--- src/rtl/rom_arbiter_pkg.sv ---
// Shared definitions for the ROM read arbiter: default geometry, requester tags
// and the read-tracking pipeline stage payload.
package rom_arbiter_pkg;

  localparam int unsigned AW_DEF     = 4;
  localparam int unsigned DW_DEF     = 8;
  localparam int unsigned RD_LAT_DEF = 1;

  typedef enum logic {
    TAG_REQ0 = 1'b0,
    TAG_REQ1 = 1'b1
  } tag_e;

  // One slot of the in-flight read tracker
  typedef struct packed {
    logic vld;
    tag_e tag;
  } pipe_stg_t;

  // Tag of the requester named by a one-hot (or empty) grant vector
  function automatic tag_e tag_of(input logic [1:0] gnt);
    return gnt[1] ? TAG_REQ1 : TAG_REQ0;
  endfunction

endpackage

--- src/rtl/rr_arb2.sv ---
// Two-way round-robin arbiter; grant is combinational within the request cycle,
// the pointer always moves to the requester that was not granted.
module rr_arb2
  import rom_arbiter_pkg::*;
(
  input  logic       sclk,
  input  logic       nrst,
  input  logic [1:0] req,
  input  logic       en,
  output logic [1:0] gnt
);

  tag_e ptr_q;
  tag_e ptr_d;

  always_ff @(posedge sclk or negedge nrst) begin
    if (!nrst) begin
      ptr_q <= TAG_REQ0;
    end else begin
      ptr_q <= ptr_d;
    end
  end

  // Grant is forced low while reset is asserted
  always_comb begin
    gnt   = 2'b00;
    ptr_d = ptr_q;
    if (nrst && en) begin
      case (req)
        2'b01:   gnt = 2'b01;
        2'b10:   gnt = 2'b10;
        2'b11:   gnt = (ptr_q == TAG_REQ1) ? 2'b10 : 2'b01;
        default: gnt = 2'b00;
      endcase
    end
    if (gnt[0]) begin
      ptr_d = TAG_REQ1;
    end else if (gnt[1]) begin
      ptr_d = TAG_REQ0;
    end
  end

endmodule

--- src/rtl/rom_arbiter.sv ---
// Arbitrates two read requesters onto one single-port ROM and returns the data
// RD_LAT+2 cycles after each grant, tagged back to the requester that issued it.
module rom_arbiter
  import rom_arbiter_pkg::*;
#(
  parameter int unsigned AW     = AW_DEF,
  parameter int unsigned DW     = DW_DEF,
  parameter int unsigned RD_LAT = RD_LAT_DEF
) (
  input  logic          sclk,
  input  logic          nrst,
  input  logic          en,
  input  logic          req0,
  input  logic          req1,
  input  logic [AW-1:0] addr0,
  input  logic [AW-1:0] addr1,
  output logic          gnt0,
  output logic          gnt1,
  output logic          vld0,
  output logic          vld1,
  output logic [DW-1:0] rdata,
  output logic [AW-1:0] rom_addr,
  input  logic [DW-1:0] rom_q
);

  // One stage for the rom_addr register plus RD_LAT stages of ROM latency
  localparam int unsigned NSTG = RD_LAT + 1;

  logic [1:0]                gnt;
  logic [AW-1:0]             rom_addr_q, rom_addr_d;
  pipe_stg_t [NSTG-1:0]      pipe_q, pipe_d;
  pipe_stg_t                 stg_in, stg_out;
  logic                      vld0_q, vld0_d;
  logic                      vld1_q, vld1_d;
  logic [DW-1:0]             rdata_q, rdata_d;

  rr_arb2 u_rr_arb2 (
    .sclk (sclk),
    .nrst (nrst),
    .req  ({req1, req0}),
    .en   (en),
    .gnt  (gnt)
  );

  always_ff @(posedge sclk or negedge nrst) begin
    if (!nrst) begin
      rom_addr_q <= '0;
      pipe_q     <= '0;
      vld0_q     <= 1'b0;
      vld1_q     <= 1'b0;
      rdata_q    <= '0;
    end else begin
      rom_addr_q <= rom_addr_d;
      pipe_q     <= pipe_d;
      vld0_q     <= vld0_d;
      vld1_q     <= vld1_d;
      rdata_q    <= rdata_d;
    end
  end

  // Stage 0 enters with the grant; the last stage lines up with valid rom_q
  always_comb begin
    stg_in     = '0;
    rom_addr_d = rom_addr_q;
    stg_in.vld = |gnt;
    stg_in.tag = tag_of(gnt);
    if (gnt[1]) begin
      rom_addr_d = addr1;
    end else if (gnt[0]) begin
      rom_addr_d = addr0;
    end
    pipe_d  = {pipe_q[NSTG-2:0], stg_in};
    stg_out = pipe_q[NSTG-1];
    vld0_d  = stg_out.vld && (stg_out.tag == TAG_REQ0);
    vld1_d  = stg_out.vld && (stg_out.tag == TAG_REQ1);
    rdata_d = stg_out.vld ? rom_q : rdata_q;
  end

  assign gnt0     = gnt[0];
  assign gnt1     = gnt[1];
  assign vld0     = vld0_q;
  assign vld1     = vld1_q;
  assign rdata    = rdata_q;
  assign rom_addr = rom_addr_q;

endmodule

--- config.mk ---
export PLATFORM = sky130hd
export DESIGN_NAME = rom_arbiter
export DESIGN_NICKNAME = d
export VERILOG_FILES = /design/src/rtl/rom_arbiter_pkg.sv /design/src/rtl/rr_arb2.sv /design/src/rtl/rom_arbiter.sv
export SDC_FILE = /design/constraint.sdc
export NUM_CORES = 1
export LEC_CHECK = 0
export BUFFER_PORTS_ARGS = -buffer_cell sky130_fd_sc_hd__buf_2
export CAP_MARGIN = 10
export CORE_UTILIZATION = 39
export DETAILED_ROUTE_END_ITERATION = 10
export GPL_TIMING_DRIVEN = 0
export PLACE_DENSITY = 0.83
export SETUP_SLACK_MARGIN = 0.1
export SYNTH_ARGS = -nofsm -noshare
export SYNTH_HDL_FRONTEND = slang
export SYNTH_HIERARCHICAL = 1
export SYNTH_SLANG_ARGS = --single-unit
--- constraint.sdc ---
create_clock -name sclk -period 1.1 [get_ports sclk]
set_input_delay 0.11 -clock sclk [delete_from_list [all_inputs] [get_ports sclk]]
set_output_delay 0.11 -clock sclk [all_outputs]
set_load 0.01 [all_outputs]
==> flow_summary_export.csv <==
group,metric,value,unit
yosys,yosysSeqAreaShare,62.4,%
yosys,synth_warnings,6,
clocking,cts_sinks,19,
timing,relSlewSlack,45.9,%
pwr,power,1.73,mW
yosys,syn_inst,53,
place,place_congestion,0.678,
floorplanning,io_pins,37,
clocking,h-tree-depth,1,
cells_and_area,syn2layout_area_growth,38.9,%
place,place_hpwl,972,um
detailed_routing,ant_nets,0,
detailed_routing,first_iter_violations,0,
timing,setup_viol,7,
grt,antenna_found_initial,0,
detailed_routing,routed_wl,1420,um
pwr,power_density,1630,nW/um^2
critical_path,r2r.worst_path.cells,5,
yosys,synth_cell_types,17,
critical_path,path_buf_inv,2,
critical_path,crit_path_max_incr_delay,0.43,ns
floorplanning,die_y,46.2,um
clocking,clkTransAtPathRegs,0.10,ns
floorplanning,die_w,46.2,um
detailed_routing,avgViaCountPerCell,4.50,
yosys,avgSynthCellArea,14.4,um^2
timing,fin_ws,-0.0623,ns
cells_and_area,drive_gt1_share,59.4,%
detailed_routing,dr.pass1.iters,1,
grt,grt_pass1_vias,516,
timing,finalCriticalPeriod,1.16,ns
pwr,leakagePower,0.552,nW
pwr,irDropWorstVdd,730,uV
critical_path,cp_slowest_cell,"dfrtp_1",
outcome,violations,"setup timing",
critical_path,path_cells,"a21oi_2 -> buf_4 -> buf_6",
grt,grt_overflow,0,
timing,final.setup.tns,-0.329,ns
cells_and_area,layout_common_cells,"buf_2, dfrtp_1, mux2_4",
clocking,clk_latency,0.29,ns
hold_path,min_path_cells,3,
grt,grt_pass1_wl,2060,um
floorplanning,fp-row-count,15,
grt,grt_max_degree,20,
critical_path,path_class,"reg -> out",
grt,track_usage,14.2,%
floorplanning,initial_core_util,42.7,%
critical_path,crit_cells,3,
job,drv_cap,0,
timing,timing_worst_slew_pin_value,0.811,ns
timing,skew,0.00517,ns
floorplanning,core,1780,um^2
place,io_buffers,36,
hold_path,min_path_type,"in -> reg",
timing,rsz0062_at_grt,"yes",
critical_path,cp.required,0.99,ns
outcome,outcome,"finished with violations",
timing,fmax,860,MHz
critical_path,crit_family,"flip-flops",
yosys,syn-cell-area,762,um^2
critical_path,startpoint_type,"register",
detailed_routing,vias,545,
yosys,synth-seq-cells,19,
timing,hold_violations,0,
timing,fin_crit_sh,106,%
detailed_routing,wl_per_cell,11.7,um
detailed_routing,drcViolationCount,0,
critical_path,cp_max_fo,3,
clocking,clock_path_buffers,2,
cells_and_area,diodes,0,
clocking,clock-root-buffer,"clkbuf_4",
cells_and_area,num-nets-final,118,
clocking,cts_tree,"done",
clocking,cts_made_buffers,3,
yosys,synth_nets,74,
floorplanning,die_area,2130,um^2
critical_path,arrival,1.05,ns
critical_path,end_kind,"primary output",
timing,slew_viol_final,0,
cells_and_area,layout_commonest_cell,"buf_2",
-- sequential cells by signal, summed over array words and instances, names as in the netlist --
register,flops
pipe_d,2
pipe_q,2
u_rr_arb2/ptr_q,1
rdata,8
vld1,1
vld0,1
rom_addr,4
-- cell usage after synthesis --
master | instances | area (um^2)
inv_1 | 1 | 3.75
nand3_1 | 2 | 10.0
or2_1 | 1 | 6.26
o21ai_1 | 3 | 15.0
buf_2 | 1 | 5.00
and2_1 | 1 | 6.26
o21ai_0 | 1 | 5.00
dfrtp_1 | 19 | 475
buf_6 | 1 | 11.3
buf_4 | 2 | 15.0
mux2i_1 | 4 | 40.0
a21oi_2 | 1 | 8.76
a21oi_1 | 2 | 10.0
mux2_4 | 8 | 120
and4_1 | 1 | 8.76
nor2b_1 | 1 | 6.26
nand2_1 | 4 | 15.0
-- routing by layer --
metal  part of all wire [%]  vias to the layer above  track usage, %  routed length (um)
met5                      0                        -               0                   0
met4                      0                        0            5.29                   0
met3                    6.2                        0            3.53                  88
met2                     48                       29            24.2                 674
met1                     46                      250            17.0                 653
li1                       -                      266               -                   -
-- layout make-up --
class                           count  area, um^2
Inverter                            1        3.75
Buffer                              4        41.3
Multi-Input combinational cell     29         267
Timing Repair Buffer               39         214
Clock buffer                        4        26.3
Fill cell                         154         724
Sequential cell                    19         475
Tap cell                           25        31.3
-- timing repair --
item,in CTS,in global routing
endpoints found under the hold margin,19,0
setup buffers,0,1
resized for setup,2,5
endpoints found under the setup margin,7,26
pin swaps,2,2
hold buffers,1,0
gates cloned,0,1
-- power by group --
part / switching (mW) / internal, mW / total, mW
Sequential: 0.0671 / 0.833 / 0.900
Clock: 0.195 / 0.141 / 0.335
Combinational: 0.218 / 0.274 / 0.492
-- worst paths after layout --
path                            startpoint          end  slack (ns)
hold reg to reg                  pipe_d[2]    pipe_q[2]        0.36
setup reg to reg           u_rr_arb2/ptr_q  rom_addr[3]       -0.06
min in group asynchronous             nrst     rdata[7]        0.10
hold / removal                    addr1[2]  rom_addr[2]        0.03
setup / recovery           u_rr_arb2/ptr_q         gnt0       -0.06
max in group asynchronous             nrst     rdata[3]        0.49
-- per-stage QoR --
step	instances	hold WS [ns]	utilization (%)	cell area, um^2	setup WS, ns
floorplan	53	-0.186	-	772	0.0265
global route	121	0.0255	59.4	1060	-0.143
global placement	114	0.0758	55.2	983	-0.332
finish	121	0.0286	59.4	1060	-0.0623
detailed placement	114	0.0844	55.2	983	-0.407
CTS	119	0.00455	57.7	1030	-0.0992
-- worst reg2reg max path, delay by kind of cell, from the launching register on --
kind,cells,cell delay [ns]
flops,1,0.43
buf+inv,2,0.24
compound gates,2,0.21
mux,1,0.19
-- cells by family after synthesis --
logic type	count (synthesis)	share of synthesized area (%)
buf+inv	5	4.60
compound gates	7	5.09
flops	19	62.4
simple gates	10	6.90
mux	12	21.0
(Power assumes the default switching activity.)
